<file path="src/rtl/fib_bcd.sv">
// fib_bcd: FIFO-buffered 32-bit binary to 10-digit packed BCD converter (double dabble).
// Build macro FIB_BCD_OVERFLOW_EN adds the sticky ASO_OVERFLOW dropped-word flag.
module fib_bcd #(
  parameter int FIFO_DEPTH = 4
) (
  input  logic        CLK,
  input  logic        RESET,
  output logic        ASI_READY,
  input  logic        ASI_VALID,
  input  logic [31:0] ASI_DATA,
  input  logic        ASI_ERROR,
  input  logic        ASO_READY,
  output logic        ASO_VALID,
  output logic [39:0] ASO_DATA,
  output logic        ASO_ERROR,
  output logic        ASO_OVERFLOW
);

  localparam int          AW      = (FIFO_DEPTH > 2) ? $clog2(FIFO_DEPTH) : 1;
  localparam logic [AW:0] DEPTH_C = (AW + 1)'(FIFO_DEPTH);

  typedef enum logic [1:0] {
    ST_IDLE  = 2'd0,
    ST_SHIFT = 2'd1,
    ST_OUT   = 2'd2
  } state_t;

  state_t          state_r;
  state_t          state_nxt_s;

  logic [32:0]     mem_r [FIFO_DEPTH];
  logic [AW-1:0]   wr_ptr_r;
  logic [AW-1:0]   rd_ptr_r;
  logic [AW:0]     count_r;
  logic            full_s;
  logic            empty_s;
  logic            push_s;
  logic            pop_s;
  logic [32:0]     head_s;

  logic [31:0]     bin_r;
  logic [39:0]     bcd_r;
  logic [4:0]      step_r;
  logic [39:0]     adj_s;
  logic [39:0]     bcd_nxt_s;

  logic            load_s;
  logic            step_s;
  logic            done_s;
  logic            err_load_s;

  logic            aso_valid_r;
  logic [39:0]     aso_data_r;
  logic            aso_error_r;

  // Add 3 to every digit that would reach 10 or more after the next doubling.
  function automatic logic [39:0] dabble_adjust(input logic [39:0] bcd);
    logic [39:0] adj;
    adj = bcd;
    for (int i = 0; i < 10; i++) begin
      if (bcd[4*i +: 4] >= 4'd5) begin
        adj[4*i +: 4] = bcd[4*i +: 4] + 4'd3;
      end else begin
        adj[4*i +: 4] = bcd[4*i +: 4];
      end
    end
    return adj;
  endfunction

  assign full_s    = (count_r == DEPTH_C);
  assign empty_s   = (count_r == '0);
  assign push_s    = ASI_VALID & ~full_s;
  assign head_s    = mem_r[rd_ptr_r];
  assign ASI_READY = ~full_s;

  assign adj_s     = dabble_adjust(bcd_r);
  assign bcd_nxt_s = {adj_s[38:0], bin_r[31]};

  // FIFO storage, written on accepted pushes only.
  always_ff @(posedge CLK) begin
    if (push_s) begin
      mem_r[wr_ptr_r] <= {ASI_ERROR, ASI_DATA};
    end
  end

  // FIFO pointers and occupancy; simultaneous push and pop leave occupancy unchanged.
  always_ff @(posedge CLK or posedge RESET) begin
    if (RESET) begin
      wr_ptr_r <= '0;
      rd_ptr_r <= '0;
      count_r  <= '0;
    end else begin
      if (push_s) begin
        wr_ptr_r <= wr_ptr_r + 1'b1;
      end
      if (pop_s) begin
        rd_ptr_r <= rd_ptr_r + 1'b1;
      end
      case ({push_s, pop_s})
        2'b10:   count_r <= count_r + 1'b1;
        2'b01:   count_r <= count_r - 1'b1;
        default: count_r <= count_r;
      endcase
    end
  end

  // FSM state register.
  always_ff @(posedge CLK or posedge RESET) begin
    if (RESET) begin
      state_r <= ST_IDLE;
    end else begin
      state_r <= state_nxt_s;
    end
  end

  // FSM next state and datapath strobes.
  always_comb begin
    state_nxt_s = state_r;
    pop_s       = 1'b0;
    load_s      = 1'b0;
    step_s      = 1'b0;
    done_s      = 1'b0;
    err_load_s  = 1'b0;
    case (state_r)
      ST_IDLE: begin
        if (!empty_s) begin
          pop_s = 1'b1;
          if (head_s[32]) begin
            err_load_s  = 1'b1;
            state_nxt_s = ST_OUT;
          end else begin
            load_s      = 1'b1;
            state_nxt_s = ST_SHIFT;
          end
        end else begin
          state_nxt_s = ST_IDLE;
        end
      end
      ST_SHIFT: begin
        step_s = 1'b1;
        if (step_r == 5'd31) begin
          done_s      = 1'b1;
          state_nxt_s = ST_OUT;
        end else begin
          state_nxt_s = ST_SHIFT;
        end
      end
      ST_OUT: begin
        if (ASO_READY) begin
          state_nxt_s = ST_IDLE;
        end else begin
          state_nxt_s = ST_OUT;
        end
      end
      default: begin
        state_nxt_s = ST_IDLE;
      end
    endcase
  end

  // Double-dabble shift register and step counter.
  always_ff @(posedge CLK or posedge RESET) begin
    if (RESET) begin
      bin_r  <= '0;
      bcd_r  <= '0;
      step_r <= '0;
    end else if (load_s) begin
      bin_r  <= head_s[31:0];
      bcd_r  <= '0;
      step_r <= '0;
    end else if (step_s) begin
      bin_r  <= {bin_r[30:0], 1'b0};
      bcd_r  <= bcd_nxt_s;
      step_r <= step_r + 5'd1;
    end
  end

  // Output registers; data captured on the final step so it stays stable through OUT.
  always_ff @(posedge CLK or posedge RESET) begin
    if (RESET) begin
      aso_valid_r <= 1'b0;
      aso_data_r  <= '0;
      aso_error_r <= 1'b0;
    end else begin
      aso_valid_r <= (state_nxt_s == ST_OUT);
      if (done_s) begin
        aso_data_r  <= bcd_nxt_s;
        aso_error_r <= 1'b0;
      end else if (err_load_s) begin
        aso_data_r  <= '0;
        aso_error_r <= 1'b1;
      end
    end
  end

  assign ASO_VALID = aso_valid_r;
  assign ASO_DATA  = aso_data_r;
  assign ASO_ERROR = aso_error_r;

`ifdef FIB_BCD_OVERFLOW_EN
  logic ovf_r;

  // Sticky flag: set by any word presented while the FIFO is full.
  always_ff @(posedge CLK or posedge RESET) begin
    if (RESET) begin
      ovf_r <= 1'b0;
    end else if (ASI_VALID && full_s) begin
      ovf_r <= 1'b1;
    end
  end

  assign ASO_OVERFLOW = ovf_r;
`else
  assign ASO_OVERFLOW = 1'b0;
`endif

endmodule

</file>
<file path="config.mk">
export PLATFORM = sky130hd
export DESIGN_NAME = fib_bcd
export DESIGN_NICKNAME = d
export VERILOG_FILES = /design/src/rtl/fib_bcd.sv
export SDC_FILE = /design/constraint.sdc
export NUM_CORES = 1
export LEC_CHECK = 0
export BUFFER_PORTS_ARGS = -buffer_cell sky130_fd_sc_hd__buf_4
export CAP_MARGIN = 20
export CORE_UTILIZATION = 45
export CTS_CLUSTER_DIAMETER = 40
export DETAILED_ROUTE_END_ITERATION = 12
export HOLD_SLACK_MARGIN = 0.1
export PLACE_DENSITY = 0.61
export SLEW_MARGIN = 20
export SYNTH_ARGS = -nofsm -noshare
export SYNTH_HDL_FRONTEND = slang
export SYNTH_SLANG_ARGS = --single-unit
</file>
<file path="constraint.sdc">
create_clock -name CLK -period 5.5 [get_ports CLK]
set_input_delay 0.825 -clock CLK [delete_from_list [all_inputs] [get_ports CLK]]
set_output_delay 0.825 -clock CLK [all_outputs]
set_load 0.05 [all_outputs]
</file>
==> results of run 1 <==
[cell usage in the layout (no fill, tap or decap), drive strengths merged, types with 2 or more instances in the layout]
master,n
a211oi,19
a21oi,35
a221o,2
a31oi,20
and2,2
and3,5
buf,91
clkbuf,52
clkinv,6
clkinvlp,4
dfrtp,128
edfxtp,132
ha,27
inv,35
mux2,11
mux2i,29
mux4,33
nand2,103
nand2b,11
nand3,21
nor2,25
nor3,2
nor3b,19
o21ai,42
o22ai,40
or3,20
xnor2,14
xor2,5
[cells by family (layout without fill, tap and decap cells)]
kind of cell / Yosys count / after routing / synth area share, %
flops: 260 / 260 / 64.5
simple gates: 211 / 211 / 9.00
compound gates: 160 / 160 / 8.44
buf+inv: 79 / 188 / 2.94
mux: 73 / 73 / 10.4
fa+ha+maj: 28 / 28 / 3.22
xor+xnor: 19 / 19 / 1.50
other cells: 1 / 1 / 0.0337
[power by group]
part	leakage, uW	internal, uW	switching [uW]
registers	0.00287	2590	293
logic	0.00177	1070	1420
clock network	0.000593	1390	888
[worst reg2reg max path, stage by stage, from the launching register on]
cell	delay [ns]
dfrtp_2	0.33
buf_4	0.55
mux4_2	0.63
nor4_4	0.74
buf_12	0.41
o21ai_0	0.26
[final timing paths]
kind / start / end / slack (ns) / cells past startpoint
max in group asynchronous: RESET / ASO_DATA[1] / 3.85 / 3
min in group CLK: ASI_DATA[18] / mem_r[1][18] / 0.49 / 1
hold reg to reg: ASO_ERROR / ASO_ERROR / 0.50 / 1
hold / removal: RESET / count_r[1] / 0.43 / 2
setup reg to reg: rd_ptr_r[0] / bin_r[26] / 2.43 / 5
setup / recovery: rd_ptr_r[0] / bin_r[26] / 2.43 / 5
[metrics by stage]
stage               setup slack (ns)  total power (uW)  hold slack (ns)  instance area (sq um)
global route                    2.11              8190            0.474                  13300
CTS                             2.37              7760            0.454                  13300
global placement                2.46              5380            0.481                  12000
finish                          2.43              7650            0.429                  13300
detailed placement              2.38              5440            0.491                  12000
floorplan                       1.26              4870            0.464                  11100
[cell usage after synthesis]
library cell,instances
ha_1,27
buf_1,4
a221o_1,2
conb_1,1
nand2_1,103
nor2b_1,1
nand3_1,21
and2_1,2
buf_4,4
and3_1,5
fa_1,1
mux2_2,11
clkbuf_1,30
nor2_1,25
edfxtp_1,132
a31oi_1,20
o21ai_0,19
inv_1,29
a22oi_1,1
xnor2_1,14
nand2b_1,11
nor4_2,1
dfrtp_1,128
a211oi_1,19
o21ai_1,23
nor3_1,2
mux4_2,33
nor3b_1,19
xor2_1,5
o21a_1,1
or3_1,20
nand4_1,1
buf_2,12
o22ai_1,40
mux2i_1,29
a21oi_1,35
[per-layer routing]
layer,share of wire (%),track usage (%)
met5,0,0
met3,3.6,2.89
met1,47,22.9
met2,48,28.1
met4,2.0,5.77
[cell type report]
type | instances | area [sq um] | area share, %
Sequential cell | 260 | 7170 | 54.1
Multi-Input combinational cell | 492 | 3640 | 27.5
Clock buffer | 52 | 1070 | 8.10
Timing Repair Buffer | 91 | 696 | 5.25
Tap cell | 324 | 405 | 3.06
Clock inverter | 16 | 153 | 1.15
Inverter | 29 | 114 | 0.859
[state kept, by name (all words and copies together) (netlist names), 2 cells and up]
signal,cells
count_r,3
ASO_DATA,40
mem_r,132
wr_ptr_r,2
rd_ptr_r,2
bin_r,32
state_r,2
bcd_r,40
step_r,5
==> results.json, run 1 <==
{
  "firstDrtPassIters": 4,
  "cp_max_fo": 97,
  "ir_worst_vdd_mv": 0.295,
  "seq_area_frac_synth_pct": 64.5,
  "max_freq_mhz": 326,
  "nFillCells": 2090,
  "hp-class": "in -> async",
  "cp_cell_sequence": "buf_4, mux4_2, nor4_4, buf_12, o21ai_0",
  "crit_family": "buffers and inverters",
  "die_area_sq_um": 25300,
  "yosysWarnings": 0,
  "rows": 57,
  "ctsResizeCount": 0,
  "clock_skew_ns": 0.0192,
  "synth_top_area_cell": "edfxtp_1",
  "start_util_pct": 45.9,
  "grt_pass1_wl_um": 34800,
  "avgSynthCellArea_sq_um": 13.4,
  "post_cts.repair.setup_buffers": 0,
  "min_period_ns": 3.07,
  "crit_buf_inv": 2,
  "final_core_util_pct": 54.7,
  "n_antenna_cell": 0,
  "syn-num-nets": 896,
  "ios": 81,
  "cts_buffers": 38,
  "netlist_instances": 831,
  "clock-sinks": 260,
  "rsz0062_at_grt": "no",
  "place_inst": 1196,
  "drtIter0Drc": 332,
  "port_buffers": 79,
  "ant_nets": 0,
  "h-tree-depth": 2,
  "gr-total-overflow": 0,
  "powerDensity_nw_per_um2": 577,
  "end_kind": "register",
  "drv_cap": 0,
  "place_congestion": 0.771,
  "layout.cells.non_filler": 1264,
  "slew_headroom_pct": 31.5,
  "clockBufferDepth": 3,
  "ys_types": 36,
  "area_growth_pct": 19.2,
  "finalSetupViolCount": 0,
  "cp_slowest_cell": "nor4_4",
  "layout-drive-gt1-share_pct": 21.4,
  "routedWlPerCell_um": 16.2,
  "cts-root-buf": "clkbuf_16",
  "ys_ff_latch": 260,
  "period_share_pct": 55.8,
  "antenna_found_initial": 0,
  "worst_slew_pin_slew_ns": 1.03,
  "core_area_sq_um": 24200,
  "num_vias": 6656,
  "drv_slew": 0,
  "critPathMaxStageDelay_ns": 0.74,
  "p_leak_uw": 0.00523,
  "clk_latency_ns": 0.52,
  "die_w_um": 159,
  "critical_path_class": "reg -> reg",
  "syn_area_sq_um": 11100,
  "via_per_inst": 5.27,
  "synth_top_area_share_pct": 35.7,
  "hold_buffers": 0,
  "synthTopCellsByArea": "edfxtp_1, dfrtp_1, mux4_2, nand2_1, ha_1",
  "clk_pin_slew_ns": 0.05,
  "grtUsageTotal_pct": 17.0,
  "final_nets": 977,
  "finalSetupTns_ns": 0,
  "hpwl_um": 11600,
  "critPathLaunchType": "register",
  "drc": 0,
  "grt_max_degree": 98,
  "status": "finished, final reports clean",
  "die_h_um": 159,
  "cts_tree": "done",
  "final_hold_viol_count": 0,
  "grt_pass1_vias": 6832,
  "wirelength_um": 20500,
  "cp.arrival_ns": 3.45,
  "required_ns": 5.88
}
(Power assumes the default switching activity.)
==> run 2: changes to the inputs <==
Settings changed: ABC_AREA set to 1.
Clock period 5.5 ns to 3 ns, I/O delays scaled along.
==> run 2 against run 1 <==
Synthesized cell count grew 60%. Die area is 8.7% higher. Setup slack got worse by 1.6 ns. Final area is 7.8% higher. Wire length rose by 24%. Highest routed layer unchanged. Via count grew 33%. Critical path type unchanged. The run now ends with design-rule violations left. Power rose by 99%. Clock power grew 89%. Flip-flop and latch count did not move. Combinational power up 130%.
==> results.json, run 2 <==
{
  "crit_family": "simple AND/OR/NAND/NOR gates",
  "layout-drive-gt1-share_pct": 14.6,
  "final_nets": 1475,
  "clockBufferDepth": 3,
  "synth_top_area_cell": "edfxtp_1",
  "cp_max_fo": 8,
  "die_w_um": 166,
  "avgSynthCellArea_sq_um": 9.08,
  "ir_worst_vdd_mv": 0.508,
  "p_seq_share_pct": 34.6,
  "yosysWarnings": 0,
  "ctsResizeCount": 0,
  "setup_ws_ns": 0.808,
  "cp_slowest_cell": "dfrtp_1",
  "cp_cell_sequence": "nor2_1, nand2_1, nand2_1, ha_1, inv_1, fa_1, a21oi_1, o21ai_0, xor2_1",
  "p_comb_share_pct": 36.9,
  "synth_top_area_share_pct": 32.8,
  "path_common_cell": "nand2_1",
  "p_leak_uw": 0.00694,
  "violations": "design-rule violations",
  "netlist_top_cells_count": "nand2_1, nand3_1, inv_1",
  "cts_buffers": 38,
  "core_area_sq_um": 26200,
  "async_flop_share_pct": 49.2,
  "post_cts.repair.setup_buffers": 0,
  "cp.depth": 9,
  "cp.arrival_ns": 2.57,
  "area_growth_pct": 18.0,
  "synthTopCellsByArea": "edfxtp_1, dfrtp_1, nand2_1, nand3_1, inv_1",
  "start_util_pct": 46.2,
  "rsz0062_at_grt": "no",
  "period_share_pct": 73.1,
  "routed-wl-met3_um": 1110,
  "clock_skew_ns": 0.0187,
  "ys_ff_latch": 260,
  "powerDensity_nw_per_um2": 1060,
  "cts_tree": "done",
  "syn_area_sq_um": 12100,
  "clk_pin_slew_ns": 0.05,
  "synth_top_flop_cell": "edfxtp_1",
  "end_kind": "register",
  "num_vias": 8858,
  "required_ns": 3.38,
  "gr-total-overflow": 0,
  "regMostFlops": "mem_r",
  "final_hold_viol_count": 0,
  "synth_edf_count": 132,
  "syn-num-nets": 1397,
  "clk_latency_ns": 0.52,
  "critPathLaunchType": "register",
  "hp-class": "in -> reg",
  "power.switching_uw": 5900,
  "drc": 4,
  "final_common_cell": "nand2_1",
  "p_clk_share_pct": 28.4,
  "die_h_um": 166,
  "grt_pass1_vias": 8687,
  "die_area_sq_um": 27500,
  "final_core_util_pct": 54.5,
  "status": "complete, but fails checks",
  "clock-sinks": 260,
  "h-tree-depth": 2,
  "grt_max_degree": 88,
  "drv_cap": 0,
  "layout_common_cells": "nand2_1, nand3_1, inv_1, edfxtp_1, dfrtp_1",
  "ys_types": 28,
  "n_antenna_cell": 0,
  "hpwl_um": 15100,
  "finalSetupTns_ns": 0,
  "dpl_worst_slack_ns": 0.811,
  "largest_register_ffs": 132,
  "grtUsageTotal_pct": 19.2,
  "ios": 81,
  "dr_wl_met2_um": 12000,
  "place_congestion": 0.835,
  "cts-root-buf": "clkbuf_16",
  "critical_path_class": "reg -> reg",
  "worst_slew_pin_slew_ns": 0.667,
  "port_buffers": 79,
  "grt_pass1_wl_um": 43300,
  "finalSetupViolCount": 0,
  "critPathMaxStageDelay_ns": 0.39,
  "netlist_instances": 1332,
  "reg2reg_depth": 9,
  "drtIter0Drc": 470,
  "firstDrtPassIters": 9,
  "max_freq_mhz": 456,
  "rows": 59,
  "ant_nets": 0,
  "met1_length_um": 11700,
  "crit_buf_inv": 1,
  "wirelength_um": 25400,
  "synth_most_common_cell": "nand2_1",
  "min_period_ns": 2.19,
  "via_per_inst": 4.99,
  "top_layer_used": "met4",
  "antenna_found_initial": 0,
  "whs_ns": 0.127,
  "p_sw_share_pct": 38.8,
  "hold_depth": 1,
  "slew_headroom_pct": 55.5,
  "drv_slew": 0,
  "seq_area_frac_synth_pct": 59.2,
  "power.internal_uw": 9300,
  "routedWlPerCell_um": 14.3
}
[run 2: changes by cell type in the layout (fill, tap and decap cells not counted), sizes merged, moves of 33 or more]
cell   delta
nand2   +228
nand3   +219
inv     +148
nor2     +60
o22ai    -39
mux4     -33
[run 2: what timing repair did]
| item | CTS | global route |
|---|---|---|
| hold buffers | 1 | 0 |
| hold endpoints to repair | 4 | 0 |
| setup endpoints to repair | 0 | 0 |
[run 2: worst paths after layout]
kind / startpoint / end / slack, ns
worst max register to register: count_r[1] / count_r[2] / 0.81
worst max-delay path: count_r[1] / count_r[2] / 0.81
max in group asynchronous: RESET / bcd_r[16] / 1.93
worst min-delay path: ASI_DATA[9] / mem_r[0][9] / 0.13
min in group asynchronous: RESET / bcd_r[10] / 0.63
worst min register to register: bin_r[31] / ASO_DATA[0] / 0.49
[run 2: per-stage QoR]
stage / area (sq um) / instances / total power, uW
final: 14300 / 1775 / 15200
after global routing: 14300 / 1775 / 16500
after CTS: 14300 / 1775 / 15400
after detailed placement: 13000 / 1704 / 11000
after global placement: 13000 / 1704 / 10800
after floorplan: 12100 / 1332 / 9540
[run 2: cell type report]
type / instances / area [sq um]
clock inverters: 18 / 169
multi-input cells: 825 / 3940
well taps: 335 / 419
fillers: 2354 / 11900
inverters: 180 / 682
repair buffers: 105 / 803
flip-flops and latches: 260 / 7170
clock buffers: 52 / 1100
[run 2: power groups by stage]
| stage | Clock [uW] | Combinational, uW | Sequential, uW |
|---|---|---|---|
| after floorplan | 0 | 4390 | 5150 |
| after global placement | 0 | 5540 | 5300 |
| after detailed placement | 0 | 5660 | 5320 |
| after CTS | 4420 | 5690 | 5260 |
| after global routing | 4560 | 6520 | 5380 |
| final | 4320 | 5610 | 5260 |
[run 2: kinds of logic (layout without fill, tap and decap cells)]
kind of cell | count (synthesis) | in the layout | synth area share [%]
XOR/XNOR | 8 | 8 | 0.579
other | 1 | 1 | 0.0310
buffers and inverters | 247 | 355 | 8.28
adder cells (fa/ha/maj) | 28 | 28 | 2.96
flip-flops | 260 | 260 | 59.2
AO/OA/AOI/OAI | 95 | 95 | 4.07
AND/OR/NAND/NOR | 693 | 693 | 24.8
[run 2: routing by layer]
layer	track usage, %	up-vias
li1	-	4475
met1	25.4	4152
met2	32.3	185
met3	3.07	46
met4	5.97	0
met5	0	-
[run 2: worst reg2reg max path: stages, from the launching register on]
cell	delay [ns]
dfrtp_1	0.39
nor2_1	0.22
nand2_1	0.12
nand2_1	0.30
ha_1	0.21
inv_1	0.06
fa_1	0.37
a21oi_1	0.14
o21ai_0	0.11
xor2_1	0.15
